`src/rtl/fetch_pkg.sv`:
```
// Shared types, constants and the PC legality check for the instruction-fetch stage.
package fetch_pkg;

    localparam int unsigned PC_W = 32;
    localparam logic [31:0] NOP_INSTR = 32'h00000013;

    typedef enum logic [1:0] {
        IDLE  = 2'd0,
        FETCH = 2'd1,
        VALID = 2'd2,
        FAULT = 2'd3
    } fetch_state_t;

    // Legal means word aligned, no bits above the word address, and a populated word index.
    function automatic logic pc_legal(input logic [PC_W-1:0] pc,
                                      input int unsigned addr_w,
                                      input int unsigned imem_depth);
        logic [PC_W-1:0] word;
        word = pc >> 2;
        return (pc[1:0] == 2'b00) && ((word >> addr_w) == '0) && (word < imem_depth);
    endfunction

endpackage

```
`src/rtl/fetch_perf_cnt.sv`:
```
// Saturating fetch/stall counter pair for the fetch stage (built only with FETCH_PERF_EN).
module fetch_perf_cnt (
    input  logic        clk,
    input  logic        rst,
    input  logic        fetch_inc,
    input  logic        stall_inc,
    output logic [31:0] fetch_cnt,
    output logic [31:0] stall_cnt
);

    always_ff @(posedge clk or negedge rst) begin
        if (!rst) begin
            fetch_cnt <= '0;
            stall_cnt <= '0;
        end else begin
            if (fetch_inc && (fetch_cnt != 32'hFFFF_FFFF))
                fetch_cnt <= fetch_cnt + 32'd1;
            if (stall_inc && (stall_cnt != 32'hFFFF_FFFF))
                stall_cnt <= stall_cnt + 32'd1;
        end
    end

endmodule

```
`src/rtl/fetch_unit.sv`:
```
// Instruction-fetch stage: owns the PC, reads the instruction memory and holds the IR for decode.
// Optional macro FETCH_PERF_EN adds fetch_cnt/stall_cnt performance counters.
module fetch_unit
    import fetch_pkg::*;
#(
    parameter int unsigned WIDTH      = 32,
    parameter int unsigned ADDR_W     = 7,
    parameter int unsigned IMEM_DEPTH = 12,
    parameter logic [WIDTH-1:0] RESET_PC = '0
) (
    input  logic              clk,
    input  logic              rst,
    input  logic              fetch_req,
    input  logic              instr_ack,
    input  logic              redirect_valid,
    input  logic [WIDTH-1:0]  redirect_pc,
    output logic [ADDR_W-1:0] imem_adr,
    input  logic [WIDTH-1:0]  imem_data,
    output logic [WIDTH-1:0]  pc,
    output logic [WIDTH-1:0]  pc_plus4,
    output logic [WIDTH-1:0]  instr,
    output logic              instr_valid,
    output logic              fault,
    output logic [1:0]        dbg_state
`ifdef FETCH_PERF_EN
    ,
    output logic [31:0]       fetch_cnt,
    output logic [31:0]       stall_cnt
`endif
);

    // Handshake: fetch_req is sampled only in IDLE and starts one fetch; instr_valid stays
    // high with instr/pc frozen until a cycle with instr_ack=1 consumes it (ack ignored otherwise).

    fetch_state_t     state_q, state_d;
    logic [WIDTH-1:0] pc_q, pc_d, ir_q;
    logic             pc_load, capture;

    always_ff @(posedge clk or negedge rst) begin
        if (!rst) state_q <= IDLE;
        else      state_q <= state_d;
    end

    always_comb begin
        state_d = state_q;
        pc_d    = redirect_pc;
        pc_load = 1'b0;
        capture = 1'b0;
        case (state_q)
            IDLE: begin
                if (redirect_valid) begin
                    pc_load = 1'b1;
                    state_d = pc_legal(PC_W'(redirect_pc), ADDR_W, IMEM_DEPTH) ? IDLE : FAULT;
                end else if (fetch_req) begin
                    state_d = pc_legal(PC_W'(pc_q), ADDR_W, IMEM_DEPTH) ? FETCH : FAULT;
                end
            end
            FETCH: begin
                // A redirect squashes the in-flight read instead of capturing it.
                if (redirect_valid) begin
                    pc_load = 1'b1;
                    state_d = pc_legal(PC_W'(redirect_pc), ADDR_W, IMEM_DEPTH) ? IDLE : FAULT;
                end else begin
                    capture = 1'b1;
                    state_d = VALID;
                end
            end
            VALID: begin
                if (instr_ack) begin
                    pc_load = 1'b1;
                    pc_d    = redirect_valid ? redirect_pc : pc_plus4;
                    state_d = pc_legal(PC_W'(pc_d), ADDR_W, IMEM_DEPTH) ? IDLE : FAULT;
                end
            end
            FAULT:   state_d = FAULT;
            default: state_d = FAULT;
        endcase
    end

    always_ff @(posedge clk or negedge rst) begin
        if (!rst) begin
            pc_q <= RESET_PC;
            ir_q <= WIDTH'(NOP_INSTR);
        end else begin
            if (pc_load) pc_q <= pc_d;
            if (capture) ir_q <= imem_data;
        end
    end

    always_comb begin
        instr_valid = (state_q == VALID);
        fault       = (state_q == FAULT);
        instr       = (state_q == FAULT) ? WIDTH'(NOP_INSTR) : ir_q;
    end

    assign pc        = pc_q;
    assign pc_plus4  = pc_q + WIDTH'(4);
    assign imem_adr  = pc_q[ADDR_W+1:2];
    assign dbg_state = state_q;

`ifdef FETCH_PERF_EN
    fetch_perf_cnt u_perf (
        .clk       (clk),
        .rst       (rst),
        .fetch_inc (capture),
        .stall_inc ((state_q == VALID) && !instr_ack),
        .fetch_cnt (fetch_cnt),
        .stall_cnt (stall_cnt)
    );
`endif

endmodule

```
`config.mk`:
```
export PLATFORM = sky130hd
export DESIGN_NAME = fetch_unit
export DESIGN_NICKNAME = d
export VERILOG_FILES = /design/src/rtl/fetch_pkg.sv /design/src/rtl/fetch_perf_cnt.sv /design/src/rtl/fetch_unit.sv
export SDC_FILE = /design/constraint.sdc
export NUM_CORES = 1
export LEC_CHECK = 0
export CAP_MARGIN = 25
export CORE_ASPECT_RATIO = 1.25
export CORE_UTILIZATION = 44
export DETAILED_ROUTE_END_ITERATION = 7
export HOLD_SLACK_MARGIN = 0.15
export PLACE_DENSITY = 0.85
export SLEW_MARGIN = 20
export SYNTH_ARGS = -nofsm -noshare
export SYNTH_HDL_FRONTEND = slang
export SYNTH_HIERARCHICAL = 1
export SYNTH_SLANG_ARGS = --single-unit
```
`constraint.sdc`:
```
create_clock -name clk -period 3 [get_ports clk]
set_input_delay 0.6 -clock clk [delete_from_list [all_inputs] [get_ports clk]]
set_output_delay 0.6 -clock clk [all_outputs]
set_load 0.01 [all_outputs]
```
==> results.py <==
metrics = {
    "timing": {
        "smallest_setup_slack_after_layout_ps": 2.85,
        "max_freq_ghz": 0.334,
        "hold_violations": 0,
        "period_share_pct": 99.9,
        "timing.slew.headroom_pct": 60.7,
        "tightest_slew_ps": 585,
        "rsz0062_at_grt": "true",
        "final_skew_ps": 12.4,
        "finalWorstPathRequiredPeriod_ps": 3000,
        "final-max-slew-violation-count": 0,
        "worst_hold_slack_ps": 495,
        "final-setup-viol-count": 0,
    },
    "clock_tree": {
        "cts_buffer_depth": 2,
        "worst_setup_hold_path_clk_slew_ps": 60,
        "tritoncts": "done",
        "number_of_sinks_handled_by_clock_tree_synthesis": 66,
        "clock_tree.root_cell": "sky130_fd_sc_hd__clkbuf_16",
        "cts_inserted_buffers": 9,
        "worstSkewPairLatency_ps": 340,
        "h-tree-depth": 3,
    },
    "pwr": {
        "power_per_cell_area_mw_per_mm2": 406,
        "switching_pwr_uw": 726,
        "power.share.switching_pct": 25.0,
        "sequentialPowerShare_pct": 34.1,
        "cell_internal_pwr_mw": 2.18,
        "vdd_drop_max_mv": 0.277,
        "cellLeakagePower_nw": 3.13,
        "combinationalPowerShare_pct": 20.2,
        "pwr-share-clk_pct": 45.7,
    },
    "route": {
        "drt-wirelength-per-cell_um": 19.5,
        "detailroute.wirelength.met3_um": 1570,
        "vias": 4864,
        "routed-wl-met2_um": 7830,
        "wirelength_met1_um": 6130,
        "drc": 0,
        "finalWirelength_um": 16400,
        "detail_route.iter0.violations": 366,
        "firstDrtPassIters": 5,
        "antenna_left": 0,
        "viasPerCell": 5.79,
        "dr.max_layer_used": "met4",
    },
    "synthesis": {
        "syn_inst": 502,
        "synth_sequential_area_ratio_pct": 37.4,
        "synth_async_sr_flop_share_pct": 100,
        "synth_fp_nets": 572,
        "yosys_warnings": 6,
        "ys_seq_elements": 66,
        "syn_area_mm2": 0.00442,
        "synth-main-ff-cell": "sky130_fd_sc_hd__dfrtp_1",
        "synthDistinctLibCells": 50,
        "synth_edf_count": 0,
        "average_footprint_of_a_synthesized_cell_um2": 8.81,
    },
    "die": {
        "floorplan.die.height_um": 114,
        "die_width_um": 91.7,
        "num_io_pins": 176,
        "floorplan.initialDensity_pct": 45.5,
        "core.rowCount": 40,
        "die_area_mm2": 0.0105,
        "placeableCoreArea_mm2": 0.00971,
    },
    "cells_and_area": {
        "area.growth.synth_to_final_pct": 61.6,
        "num_antenna_cells": 0,
        "multiInputGateArea_mm2": 0.00262,
        "fraction_of_final_layout_cells_sized_beyond_drive_strength_1_pct": 22.7,
        "area_taken_by_flip_flops_and_latches_mm2": 0.00166,
        "most_frequent_cells_in_the_layout": "sky130_fd_sc_hd__clkdlybuf4s50_1, sky130_fd_sc_hd__buf_4, sky130_fd_sc_hd__dfrtp_1, sky130_fd_sc_hd__a21oi_1",
        "fill_count": 708,
        "layout.cells.most_common": "sky130_fd_sc_hd__clkdlybuf4s50_1",
        "num-nets-final": 779,
    },
    "worst_setup_path": {
        "worstPathMaxFanout": 5,
        "critical_path_arrival_ps": 2400,
        "cp-start-kind": "flop",
        "critical_path.top_delay_family": "buffers and inverters",
        "worstPathCellList": "buf_4 -> nand2_2 -> nor4_4 -> buf_4 -> nand2_1 -> xor2_2 -> inv_1 -> clkdlybuf4s50_1",
        "cp_common_cell": "sky130_fd_sc_hd__buf_4",
        "critPathMaxStageDelay_ps": 530,
        "critPathRequiredTime_ps": 2400,
        "critical_path_class": "reg2out",
        "path_buf_inv": 4,
        "critical_path.slowest_cell": "sky130_fd_sc_hd__clkdlybuf4s50_1",
        "type_of_destination_of_the_critical_path": "output port",
    },
    "place": {
        "dpl.hpwl_um": 12400,
        "pre_cts_slack_ps": 54.1,
        "place_congestion": 1.02,
        "placement.io_buffers": 175,
    },
    "min_path": {
        "min-delay-path-class": "reg2reg",
    },
    "global_routing": {
        "initial_antenna_violation_count": 0,
        "global_route.overflow_total": 0,
        "grt_first_pass_wirelength_um": 25200,
        "groute.usage.overall_pct": 31.8,
        "grt_start_max_net_pins": 63,
        "first_global_vias": 4693,
    },
    "run_status": {
        "outcome": "complete, no violations",
    },
    "run": {
        "max_cap_viol_count": 0,
    },
}
==> cell usage after synthesis, types with 2 or more instances <==
| library cell | n | area [um^2] |
|---|---|---|
| sky130_fd_sc_hd__nor4_1 | 11 | 68.8 |
| sky130_fd_sc_hd__nand4_1 | 8 | 50.1 |
| sky130_fd_sc_hd__and3_1 | 9 | 56.3 |
| sky130_fd_sc_hd__a22oi_1 | 2 | 15.0 |
| sky130_fd_sc_hd__buf_1 | 4 | 15.0 |
| sky130_fd_sc_hd__nor3_1 | 16 | 80.1 |
| sky130_fd_sc_hd__or3_1 | 5 | 31.3 |
| sky130_fd_sc_hd__o22ai_1 | 15 | 93.8 |
| sky130_fd_sc_hd__buf_2 | 10 | 50.1 |
| sky130_fd_sc_hd__a21oi_1 | 41 | 205 |
| sky130_fd_sc_hd__o21ai_0 | 22 | 110 |
| sky130_fd_sc_hd__and2_1 | 32 | 200 |
| sky130_fd_sc_hd__a31oi_1 | 5 | 31.3 |
| sky130_fd_sc_hd__buf_4 | 15 | 113 |
| sky130_fd_sc_hd__xnor2_1 | 24 | 210 |
| sky130_fd_sc_hd__nor4_4 | 2 | 42.5 |
| sky130_fd_sc_hd__dfrtp_1 | 63 | 1580 |
| sky130_fd_sc_hd__nand3_2 | 2 | 20.0 |
| sky130_fd_sc_hd__dfstp_2 | 3 | 78.8 |
| sky130_fd_sc_hd__nor2_1 | 38 | 143 |
| sky130_fd_sc_hd__and4_1 | 2 | 17.5 |
| sky130_fd_sc_hd__or4_1 | 3 | 22.5 |
| sky130_fd_sc_hd__a31o_2 | 2 | 17.5 |
| sky130_fd_sc_hd__nand2_1 | 35 | 131 |
| sky130_fd_sc_hd__xor2_1 | 16 | 140 |
| sky130_fd_sc_hd__clkbuf_1 | 20 | 75.1 |
| sky130_fd_sc_hd__nand2b_1 | 4 | 25.0 |
| sky130_fd_sc_hd__inv_1 | 7 | 26.3 |
| sky130_fd_sc_hd__mux2i_1 | 5 | 50.1 |
| sky130_fd_sc_hd__nand3_1 | 26 | 130 |
| sky130_fd_sc_hd__o31ai_1 | 2 | 15.0 |
| sky130_fd_sc_hd__mux2_2 | 35 | 394 |
==> through the flow <==
step           std cells  setup TNS, ps  area [um^2]  util [%]  power, mW
3_3_place_gp         808              0         6510      67.0       1.55
6_report             840              0         7140      73.6       2.90
2_1_floorplan        502              0         4420         -       1.22
3_5_place_dp         808              0         6510      67.0       1.56
4_1_cts              836          -96.2         7050      72.6       2.90
5_1_grt              840           -161         7140      73.6       3.00
==> final timing paths <==
| check | startpoint | end | slack, ps | depth (start not counted) |
|---|---|---|---|---|
| max | pc[6] | pc_plus4[16] | 3 | 8 |
| min | ir_q[6] | ir_q[6] | 500 | 1 |
| max reg2reg | pc[3] | dbg_state[0] | 150 | 10 |
| min reg2reg | ir_q[6] | ir_q[6] | 500 | 1 |
| max in group asynchronous | rst | ir_q[1] | 1800 | 3 |
| min in group asynchronous | rst | ir_q[8] | 610 | 2 |
==> sequential cells by signal, summed over array words and instances (netlist names) <==
register   count
ir_q          32
dbg_state      2
pc            32
==> repair_timing <==
item / CTS / global route
setup buffers: 11 / 4
hold buffers: 1 / 0
gates resized for setup: 31 / 15
hold endpoints to repair: 3 / 0
setup endpoints to repair: 21 / 15
pin swaps: 8 / 8
==> kinds of logic after synthesis <==
| group | Yosys count | synth area share [%] |
|---|---|---|
| AND/OR/NAND/NOR | 201 | 24.8 |
| AO/OA/AOI/OAI | 97 | 13.1 |
| flip-flops | 66 | 37.4 |
| buffers and inverters | 57 | 6.39 |
| XOR/XNOR | 40 | 7.92 |
| multiplexers | 40 | 10.0 |
| adder cells (fa/ha/maj) | 1 | 0.283 |
==> power groups by stage <==
stage | clock [mW] | sequential [mW] | combinational, mW
floorplan | 0 | 1.00 | 0.220
finish | 1.33 | 0.990 | 0.587
detailed placement | 0 | 1.00 | 0.558
global route | 1.38 | 0.995 | 0.620
global placement | 0 | 0.998 | 0.555
CTS | 1.33 | 0.987 | 0.577
==> routing by layer <==
metal / vias up / GRT usage [%]
met2: 347 / 53.0
met5: - / 0
met3: 64 / 5.58
met1: 2271 / 37.9
met4: 0 / 20.3
li1: 2182 / -
==> final cells by class <==
| cell class | instances | area share, % |
|---|---|---|
| Clock inverter | 6 | 1.93 |
| Tap cell | 126 | 2.21 |
| Timing Repair Buffer | 245 | 32.2 |
| Clock buffer | 10 | 3.35 |
| Inverter | 8 | 0.420 |
| Sequential cell | 66 | 23.2 |
| Multi-Input combinational cell | 379 | 36.7 |
No activity file was read; power rests on OpenSTA's default activity.
